**config.mk**
```make
export PLATFORM = sky130hd
export DESIGN_NAME = mem_stage_ctrl_flat
export DESIGN_NICKNAME = d
export VERILOG_FILES = /design/src/rtl/mips_pkg.sv /design/src/rtl/mem_stage_ctrl_if.sv /design/src/rtl/mem_wb_reg.sv /design/src/rtl/mem_stage_ctrl.sv /design/src/flat_wrapper.sv
export SDC_FILE = /design/constraint.sdc
export NUM_CORES = 1
export LEC_CHECK = 0
export ABC_AREA = 0
export CORE_MARGIN = 2
export CORE_UTILIZATION = 40
export DETAILED_ROUTE_END_ITERATION = 7
export GPL_TIMING_DRIVEN = 0
export PLACE_DENSITY = 0.81
export SLEW_MARGIN = 10
export SYNTH_ARGS = -nofsm -noshare
export SYNTH_HDL_FRONTEND = slang
export SYNTH_SLANG_ARGS = --single-unit
export TNS_END_PERCENT = 20
```
**constraint.sdc**
```tcl
create_clock -name clk_i -period 1.7 [get_ports clk_i]
set_input_delay 0.17 -clock clk_i [delete_from_list [all_inputs] [get_ports clk_i]]
set_output_delay 0.17 -clock clk_i [all_outputs]
set_load 0.02 [all_outputs]
```
**src/rtl/mips_pkg.sv**
```systemverilog
// Shared constants and types for the 16-bit MIPS pipeline MEM stage.
package mips_pkg;
    localparam int DATA_W = 16;
    localparam int REG_AW = 3;

    typedef enum logic {
        IDLE = 1'b0,
        BUSY = 1'b1
    } mem_state_t;
endpackage

```
**src/rtl/mem_stage_ctrl_if.sv**
```systemverilog
// Data-memory req/ack bus between the MEM-stage controller and a multi-cycle memory.
interface mem_stage_ctrl_if #(
    parameter int DATA_W = mips_pkg::DATA_W
);
    logic              dmem_req_o;
    logic              dmem_we_o;
    logic [DATA_W-1:0] dmem_addr_o;
    logic [DATA_W-1:0] dmem_wdata_o;
    logic              dmem_ack_i;
    logic [DATA_W-1:0] dmem_rdata_i;

    modport master (
        output dmem_req_o, dmem_we_o, dmem_addr_o, dmem_wdata_o,
        input  dmem_ack_i, dmem_rdata_i
    );

    modport slave (
        input  dmem_req_o, dmem_we_o, dmem_addr_o, dmem_wdata_o,
        output dmem_ack_i, dmem_rdata_i
    );
endinterface

```
**src/rtl/mem_wb_reg.sv**
```systemverilog
// MEM/WB pipeline register; a bubble clears the control bits and holds the data fields.
module mem_wb_reg #(
    parameter int DATA_W = mips_pkg::DATA_W,
    parameter int REG_AW = mips_pkg::REG_AW
) (
    input  logic              clk_i,
    input  logic              rst_n,
    input  logic              bubble,
    input  logic              regwrite,
    input  logic              memtoreg,
    input  logic [REG_AW-1:0] rdaddr,
    input  logic [DATA_W-1:0] wbdata,
    output logic              RegWrite_WB,
    output logic              MemtoReg_WB,
    output logic [REG_AW-1:0] RDaddr_WB,
    output logic [DATA_W-1:0] WBdata_WB
);
    always_ff @(posedge clk_i or negedge rst_n) begin
        if (!rst_n) begin
            RegWrite_WB <= 1'b0;
            MemtoReg_WB <= 1'b0;
            RDaddr_WB   <= '0;
            WBdata_WB   <= '0;
        end else if (bubble) begin
            RegWrite_WB <= 1'b0;
            MemtoReg_WB <= 1'b0;
        end else begin
            RegWrite_WB <= regwrite;
            MemtoReg_WB <= memtoreg;
            RDaddr_WB   <= rdaddr;
            WBdata_WB   <= wbdata;
        end
    end
endmodule

```
**src/rtl/mem_stage_ctrl.sv**
```systemverilog
// MEM-stage controller: issues loads/stores over req/ack, stalls while busy, feeds MEM/WB.
// Optional ack watchdog enabled by defining MEM_TIMEOUT_EN.
module mem_stage_ctrl #(
    parameter int DATA_W         = mips_pkg::DATA_W,
    parameter int REG_AW         = mips_pkg::REG_AW,
    parameter int TIMEOUT_CYCLES = 15
) (
    input  logic              clk_i,
    input  logic              rst_n,
    input  logic              RegWrite_MEM,
    input  logic              MemtoReg_MEM,
    input  logic              MemRead_MEM,
    input  logic              MemWrite_MEM,
    input  logic [REG_AW-1:0] RDaddr_MEM,
    input  logic [DATA_W-1:0] FUResult_MEM,
    input  logic [DATA_W-1:0] rtdata_MEM,
    mem_stage_ctrl_if.master  dmem,
    output logic              stall_o,
    output logic              RegWrite_WB,
    output logic              MemtoReg_WB,
    output logic [REG_AW-1:0] RDaddr_WB,
    output logic [DATA_W-1:0] WBdata_WB,
    output logic              err_o
);
    import mips_pkg::*;

    mem_state_t        state;
    logic              req_q, we_q;
    logic [DATA_W-1:0] addr_q, wdata_q;
    logic              mem_op, tmo, done;
    logic [DATA_W-1:0] rdata_eff, wbdata_d;

    assign mem_op  = MemRead_MEM | MemWrite_MEM;
    // A timeout completes the op exactly like an ack, so stall drops in that cycle.
    assign done    = (state == BUSY) & (dmem.dmem_ack_i | tmo);
    assign stall_o = mem_op & ~done;

`ifdef MEM_TIMEOUT_EN
    logic [15:0] tmo_cnt;
    logic        err_q;

    assign tmo   = (state == BUSY) & ~dmem.dmem_ack_i & (tmo_cnt == 16'(TIMEOUT_CYCLES - 1));
    assign err_o = err_q;

    always_ff @(posedge clk_i or negedge rst_n) begin
        if (!rst_n) begin
            tmo_cnt <= '0;
            err_q   <= 1'b0;
        end else begin
            tmo_cnt <= (state == BUSY) ? tmo_cnt + 16'd1 : '0;
            if (tmo) err_q <= 1'b1;
        end
    end
`else
    logic unused_tmo;
    assign unused_tmo = |TIMEOUT_CYCLES;
    assign tmo        = 1'b0;
    assign err_o      = 1'b0;
`endif

    always_ff @(posedge clk_i or negedge rst_n) begin
        if (!rst_n) begin
            state   <= IDLE;
            req_q   <= 1'b0;
            we_q    <= 1'b0;
            addr_q  <= '0;
            wdata_q <= '0;
        end else begin
            case (state)
                IDLE: if (mem_op) begin
                    state   <= BUSY;
                    req_q   <= 1'b1;
                    we_q    <= MemWrite_MEM;
                    addr_q  <= FUResult_MEM;
                    wdata_q <= rtdata_MEM;
                end
                BUSY: if (done) begin
                    state <= IDLE;
                    req_q <= 1'b0;
                end
                default: state <= IDLE;
            endcase
        end
    end

    assign dmem.dmem_req_o   = req_q;
    assign dmem.dmem_we_o    = we_q;
    assign dmem.dmem_addr_o  = addr_q;
    assign dmem.dmem_wdata_o = wdata_q;

    assign rdata_eff = tmo ? '0 : dmem.dmem_rdata_i;
    assign wbdata_d  = MemtoReg_MEM ? rdata_eff : FUResult_MEM;

    mem_wb_reg #(.DATA_W(DATA_W), .REG_AW(REG_AW)) u_mem_wb (
        .clk_i       (clk_i),
        .rst_n       (rst_n),
        .bubble      (stall_o),
        .regwrite    (RegWrite_MEM),
        .memtoreg    (MemtoReg_MEM),
        .rdaddr      (RDaddr_MEM),
        .wbdata      (wbdata_d),
        .RegWrite_WB (RegWrite_WB),
        .MemtoReg_WB (MemtoReg_WB),
        .RDaddr_WB   (RDaddr_WB),
        .WBdata_WB   (WBdata_WB)
    );
endmodule

```
**src/flat_wrapper.sv**
```systemverilog
// flat-port wrapper written by rule: the top's interface ports become plain ports
module mem_stage_ctrl_flat import mips_pkg::*;
#(
    parameter int DATA_W         = mips_pkg::DATA_W,
    parameter int REG_AW         = mips_pkg::REG_AW,
    parameter int TIMEOUT_CYCLES = 15
)
  (clk_i, rst_n, RegWrite_MEM, MemtoReg_MEM, MemRead_MEM, MemWrite_MEM, RDaddr_MEM, FUResult_MEM, rtdata_MEM, stall_o, RegWrite_WB, MemtoReg_WB, RDaddr_WB, WBdata_WB, err_o, dmem_dmem_req_o, dmem_dmem_we_o, dmem_dmem_addr_o, dmem_dmem_wdata_o, dmem_dmem_ack_i, dmem_dmem_rdata_i);
  mem_stage_ctrl_if #(.DATA_W(DATA_W)) dmem_i ();
  input  logic clk_i;
  input  logic rst_n;
  input  logic RegWrite_MEM;
  input  logic MemtoReg_MEM;
  input  logic MemRead_MEM;
  input  logic MemWrite_MEM;
  input  logic [REG_AW-1:0] RDaddr_MEM;
  input  logic [DATA_W-1:0] FUResult_MEM;
  input  logic [DATA_W-1:0] rtdata_MEM;
  output logic stall_o;
  output logic RegWrite_WB;
  output logic MemtoReg_WB;
  output logic [REG_AW-1:0] RDaddr_WB;
  output logic [DATA_W-1:0] WBdata_WB;
  output logic err_o;
  output wire logic [$bits(dmem_i.dmem_req_o)-1:0] dmem_dmem_req_o;
  output wire logic [$bits(dmem_i.dmem_we_o)-1:0] dmem_dmem_we_o;
  output wire logic [$bits(dmem_i.dmem_addr_o)-1:0] dmem_dmem_addr_o;
  output wire logic [$bits(dmem_i.dmem_wdata_o)-1:0] dmem_dmem_wdata_o;
  input wire logic [$bits(dmem_i.dmem_ack_i)-1:0] dmem_dmem_ack_i;
  input wire logic [$bits(dmem_i.dmem_rdata_i)-1:0] dmem_dmem_rdata_i;
  assign dmem_dmem_req_o = dmem_i.dmem_req_o;
  assign dmem_dmem_we_o = dmem_i.dmem_we_o;
  assign dmem_dmem_addr_o = dmem_i.dmem_addr_o;
  assign dmem_dmem_wdata_o = dmem_i.dmem_wdata_o;
  assign dmem_i.dmem_ack_i = dmem_dmem_ack_i;
  assign dmem_i.dmem_rdata_i = dmem_dmem_rdata_i;
  mem_stage_ctrl #(.DATA_W(DATA_W), .REG_AW(REG_AW), .TIMEOUT_CYCLES(TIMEOUT_CYCLES)) u_core (.clk_i(clk_i), .rst_n(rst_n), .RegWrite_MEM(RegWrite_MEM), .MemtoReg_MEM(MemtoReg_MEM), .MemRead_MEM(MemRead_MEM), .MemWrite_MEM(MemWrite_MEM), .RDaddr_MEM(RDaddr_MEM), .FUResult_MEM(FUResult_MEM), .rtdata_MEM(rtdata_MEM), .dmem(dmem_i), .stall_o(stall_o), .RegWrite_WB(RegWrite_WB), .MemtoReg_WB(MemtoReg_WB), .RDaddr_WB(RDaddr_WB), .WBdata_WB(WBdata_WB), .err_o(err_o));
endmodule
```
# Word-level counts from Yosys, hierarchy flattened
# Index checks and enable logic that the tools add are counted.
# Widths: inputs -> output; s select.
dict set report word_totals {
  latch_bits 0
  n_memories 0
  reg_bits 56
  input_bits 58
  romBits 0
  word_cells 27
  ramBits 0
  output_inout_bits 57
}
dict set report op_classes {
  mul 0
  reduce_logical 2
  shifts 0
  magnitude_cmp 0
  eq_ne 2
  add_sub_neg 0
  div 0
  n_bitwise 5
  muxes 9
}
# op n
set ops {}
lappend ops {{$mux 16} 1}
lappend ops {{$mux 1} 6}
lappend ops {{$pmux 1 s2} 2}
lappend ops {{$reduce_and 2->1} 2}
lappend ops {{$and 1x1->1} 2}
lappend ops {{$ne 2x1->1 const B} 1}
lappend ops {{$ne 2x2->1 const B} 1}
lappend ops {{$not 1->1} 2}
lappend ops {{$or 1x1->1} 1}

# Longest topological paths before layout
# Gate-level depths: netlist (run 1).
dict set report logic_depth {
  ltp_word 4
  mapped_depth 4
  depth_no_buf 2
}

# Modules after synthesis
# Synthesis (run 1) repeated with hierarchy kept, for this count alone.
dict set report unflattened {
  cells_unflattened 145
  area_unflattened_um2 2509.9
}
# mod cells_per_inst area_each_um2 instances seq_area_each_um2
set by_module_without_submodules {}
lappend by_module_without_submodules {mem_stage_ctrl 101 1667.8 1 875.8}
lappend by_module_without_submodules {mem_wb_reg 44 842.1 1 525.5}

# Worst setup path after synthesis (run 1)
# OpenSTA, ideal clock, no wires.
dict set report synth_timing {
  kind {reg2reg}
  startpoint {register u_core.state}
  endpoint {register u_core.u_mem_wb.RDaddr_WB[2]}
  setup_time_ns 0.125
  stages_incl_launch_ff 4
  t_arrival_ns 1.094
  slack_ns 0.481
  period_less_slack_ns 1.219
  required_time_ns 1.575
  path_buffers 1
  cell_sequence {dfrtp_1 o2bb2ai_2 buf_4 mux2_2}
}
dict set report synth_via {
  elab_chain_len 3
}
# item line
set synth_rtl {}
lappend synth_rtl {{start: declaration} mem_stage_ctrl.sv:27} ;# mem_state_t state;
lappend synth_rtl {{start signal: assignment} mem_stage_ctrl.sv:63} ;# state <= IDLE;
lappend synth_rtl {{start signal: assignment} mem_stage_ctrl.sv:71} ;# state <= BUSY;
lappend synth_rtl {{start signal: assignment} mem_stage_ctrl.sv:78} ;# state <= IDLE;
lappend synth_rtl {{$and 1x1->1} mem_stage_ctrl.sv:35} ;# assign done = (state == BUSY) & (dmem.dmem_ack_i | tmo);
lappend synth_rtl {{$not 1->1} mem_stage_ctrl.sv:36} ;# assign stall_o = mem_op & ~done;
lappend synth_rtl {{$and 1x1->1} mem_stage_ctrl.sv:36}
lappend synth_rtl {{end signal: assignment} mem_wb_reg.sv:30} ;# RDaddr_WB <= rdaddr;
lappend synth_rtl {{end: declaration} mem_wb_reg.sv:15} ;# output logic [REG_AW-1:0] RDaddr_WB,
# No other way between the ends.
# A chain may end at the register's enable or synchronous reset.

# Final worst setup path (run 1)
dict set report layout_timing {
  startpoint {input port MemWrite_MEM}
  endpoint {output port stall_o}
}
dict set report layout_via {
  elab_chain_len 2
}
# item line
set layout_rtl {}
lappend layout_rtl {{start: declaration} flat_wrapper.sv:15} ;# input logic MemWrite_MEM;
lappend layout_rtl {{$or 1x1->1} mem_stage_ctrl.sv:33} ;# assign mem_op = MemRead_MEM | MemWrite_MEM;
lappend layout_rtl {{$and 1x1->1} mem_stage_ctrl.sv:36}
lappend layout_rtl {{end: declaration} flat_wrapper.sv:19} ;# output logic stall_o;
# No other way between the ends.

==> impl_metrics.py, run 1 <==
metrics = {
    "synth": {
        "syn-cell-area_um2": 2390,
        "yosys_warnings": 0,
        "ys_ff_latch": 56,
        "ys_seq_area_share_pct": 58.7,
        "syn_avg_cell_area_um2": 16.8,
        "synth_top_area_cell": "dfrtp_1",
        "yosysTopAreaCellShare_pct": 58.7,
        "syn_nets": 200,
        "synth_area_leaders": "dfrtp_1, mux2_2, mux2_4",
        "syn_inst": 142,
        "synth.distinct_cells": 15,
    },
    "floorplanning": {
        "start_util_pct": 40.8,
        "die_x_um": 81.2,
        "dieHeight_um": 81.2,
        "dieArea_um2": 6600,
        "rows": 28,
        "io_pins": 115,
        "core_area_um2": 5850,
    },
    "routing": {
        "met1Wirelength_um": 2180,
        "avgRoutedWirePerCell_um": 15.5,
        "vias_per_cell": 4.65,
        "wl_um": 5260,
        "vias": 1575,
        "remaining_drc_errors": 0,
        "dr.pass1.iters": 2,
        "drtIter0Drc": 39,
        "ant_nets": 0,
        "met2WireLength_um": 2690,
        "wl_met3_um": 345,
        "top_layer": "met4",
    },
    "worst_hold_path": {
        "hold_class": "input pin to flop",
    },
    "timing": {
        "fmax_ghz": 0.617,
        "min_period_ns": 1.62,
        "drv_slew": 0,
        "slew_headroom_pct": 54.1,
        "fin_setup_tns_ns": 0,
        "fin_crit_sh_pct": 95.4,
        "setup_viol": 0,
        "hold_violations": 0,
        "worstMarginPinSlew_ns": 0.688,
        "grt_setup_unrepaired": "no",
        "clock_skew_ns": 0.00433,
    },
    "worst_setup_path": {
        "r2r_setup_slack_ns": 0.37,
        "critical_path_class": "input pin to output port",
        "worst_setup_path_end_kind": "output port",
        "cp.arrival_ns": 1.45,
        "crit_fanout": 10,
        "worstSetupStartpointType": "input pin",
        "critPathRequiredTime_ns": 1.53,
    },
    "clock_tree": {
        "cts_made_buffers": 5,
        "clkTransAtPathRegs_ns": 0.10,
        "clock_path_buffers": 2,
        "cts.sinks": 56,
        "clk_latency_ns": 0.30,
        "root_buffer": "clkbuf_8",
        "cts_tree": "done",
        "htree_levels": 2,
    },
    "finish": {
        "antennaDiodeCount": 0,
        "final_common_cell": "clkdlybuf4s50_1",
        "area_growth_pct": 56.7,
        "final_area_um2": 3740,
        "drive_gt1_share_pct": 32.6,
        "nets": 321,
        "layout_common_cells": "clkdlybuf4s50_1, dfrtp_1, mux2_2",
    },
    "grt": {
        "grt_overflow": 0,
        "antenna_found_initial": 0,
        "grt_pass1_vias": 1653,
        "grt_pass1_wl_um": 8200,
        "grt_max_degree": 57,
        "gr-usage-all-layers_pct": 16.6,
    },
    "run_status": {
        "status": "complete, no violations",
    },
    "placed_design": {
        "port_buffers": 112,
        "placed_cell_area_um2": 3600,
        "hpwlAfterDp_um": 3910,
        "place.gp.congestion": 0.697,
    },
    "pwr": {
        "leakagePower_nw": 1.60,
        "vdd_drop_max_mv": 0.605,
        "power_density_nw_per_um2": 1120,
    },
    "flow_run": {
        "max_cap_violations": 0,
    },
}
==> timing repair <==
item	CTS	global route
pin swaps	0	1
buffers inserted	0	1
endpoints found under the setup margin	1	1
gates resized for setup	3	1
hold buffers	1	0
endpoints found under the hold margin	56	0
==> logic make-up after synthesis <==
| group | after synthesis | synth area share (%) |
|---|---|---|
| AO/OA/AOI/OAI | 4 | 1.94 |
| buffers and inverters | 11 | 3.67 |
| flip-flops | 56 | 58.7 |
| multiplexers | 68 | 34.9 |
| other | 1 | 0.157 |
| AND/OR/NAND/NOR | 2 | 0.577 |
==> state kept, by name (all words and copies together) (netlist names) <==
signal / flops
u_core.u_mem_wb.MemtoReg_WB: 1
u_core.u_mem_wb.RegWrite_WB: 1
u_core.u_mem_wb.RDaddr_WB: 3
u_core.state: 1
u_core.u_mem_wb.WBdata_WB: 16
u_core.dmem.dmem_wdata_o: 16
u_core.dmem.dmem_addr_o: 16
u_core.dmem.dmem_req_o: 1
u_core.dmem.dmem_we_o: 1
==> critical path: stages <==
cell	delay [ns]
clkdlybuf4s50_1	0.53
o2bb2ai_4	0.22
buf_6	0.18
inv_1	0.05
dlygate4sd2_1	0.31
==> worst paths after layout <==
kind                                            start                      endpoint  depth (start not counted)
max reg2reg                              u_core.state   u_core.dmem.dmem_wdata_o[0]                          3
max in group asynchronous                       rst_n                  u_core.state                          2
min                                      MemtoReg_MEM  u_core.u_mem_wb.WBdata_WB[4]                          3
max                                      MemWrite_MEM                       stall_o                          5
min reg2reg                u_core.dmem.dmem_addr_o[9]    u_core.dmem.dmem_addr_o[9]                          1
min in group asynchronous                       rst_n    u_core.dmem.dmem_addr_o[6]                          2
==> layout make-up <==
class                      instances  area [um^2]
buffer                             8         80.1
clock buffer                       6         72.6
clock inverter                     2         35.0
fill                             460         2110
inverter                           3         11.3
multi-input combinational         75          910
sequential                        56         1400
tap                               75         93.8
timing repair buffer             114         1130
==> metrics by stage <==
| stage | total power, mW | util (%) | hold WS, ns | instances | worst slack, ns |
|---|---|---|---|---|---|
| after floorplan | 2.53 | - | -0.126 | 142 | 0.481 |
| after global placement | 3.32 | 61.5 | 0.481 | 329 | -1.30 |
| after detailed placement | 3.36 | 61.5 | 0.266 | 329 | -0.307 |
| after CTS | 4.22 | 63.8 | 0.305 | 338 | 0.0191 |
| after global routing | 4.39 | 63.9 | 0.312 | 339 | 0.00888 |
| final | 4.17 | 63.9 | 0.309 | 339 | 0.0786 |
==> power by group <==
| part | leakage, nW | internal [mW] | switching [mW] |
|---|---|---|---|
| Combinational | 0.886 | 0.897 | 0.675 |
| Clock | 0.0552 | 0.438 | 0.416 |
| Sequential | 0.655 | 1.61 | 0.140 |
==> cells in the mapped netlist <==
cell type,instances
dfrtp_1,56
mux2_2,47
mux2_4,18
buf_4,6
inv_1,3
mux2_1,3
a22oi_1,1
and2_1,1
and2_2,1
buf_12,1
buf_6,1
conb_1,1
o21ai_0,1
o21bai_4,1
o2bb2ai_2,1
==> routing by layer <==
layer	vias to the layer above	track usage, %
met4	0	4.07
met5	-	0
met3	6	5.00
met1	774	20.5
li1	738	-
met2	57	28.5
(Power assumes the default switching activity.)
==> inputs of run 2 (changes only) <==
GPL_ROUTABILITY_DRIVEN = 0   (was unset)
==> results of run 2 <==
The final DEF is identical to that of run 1; final timing and power are the same.
==> inputs of run 3 (changes only) <==
CTS_CLUSTER_SIZE = 40   (was unset)
==> results of run 3 <==
The final DEF is identical to that of run 1; final timing and power are the same.
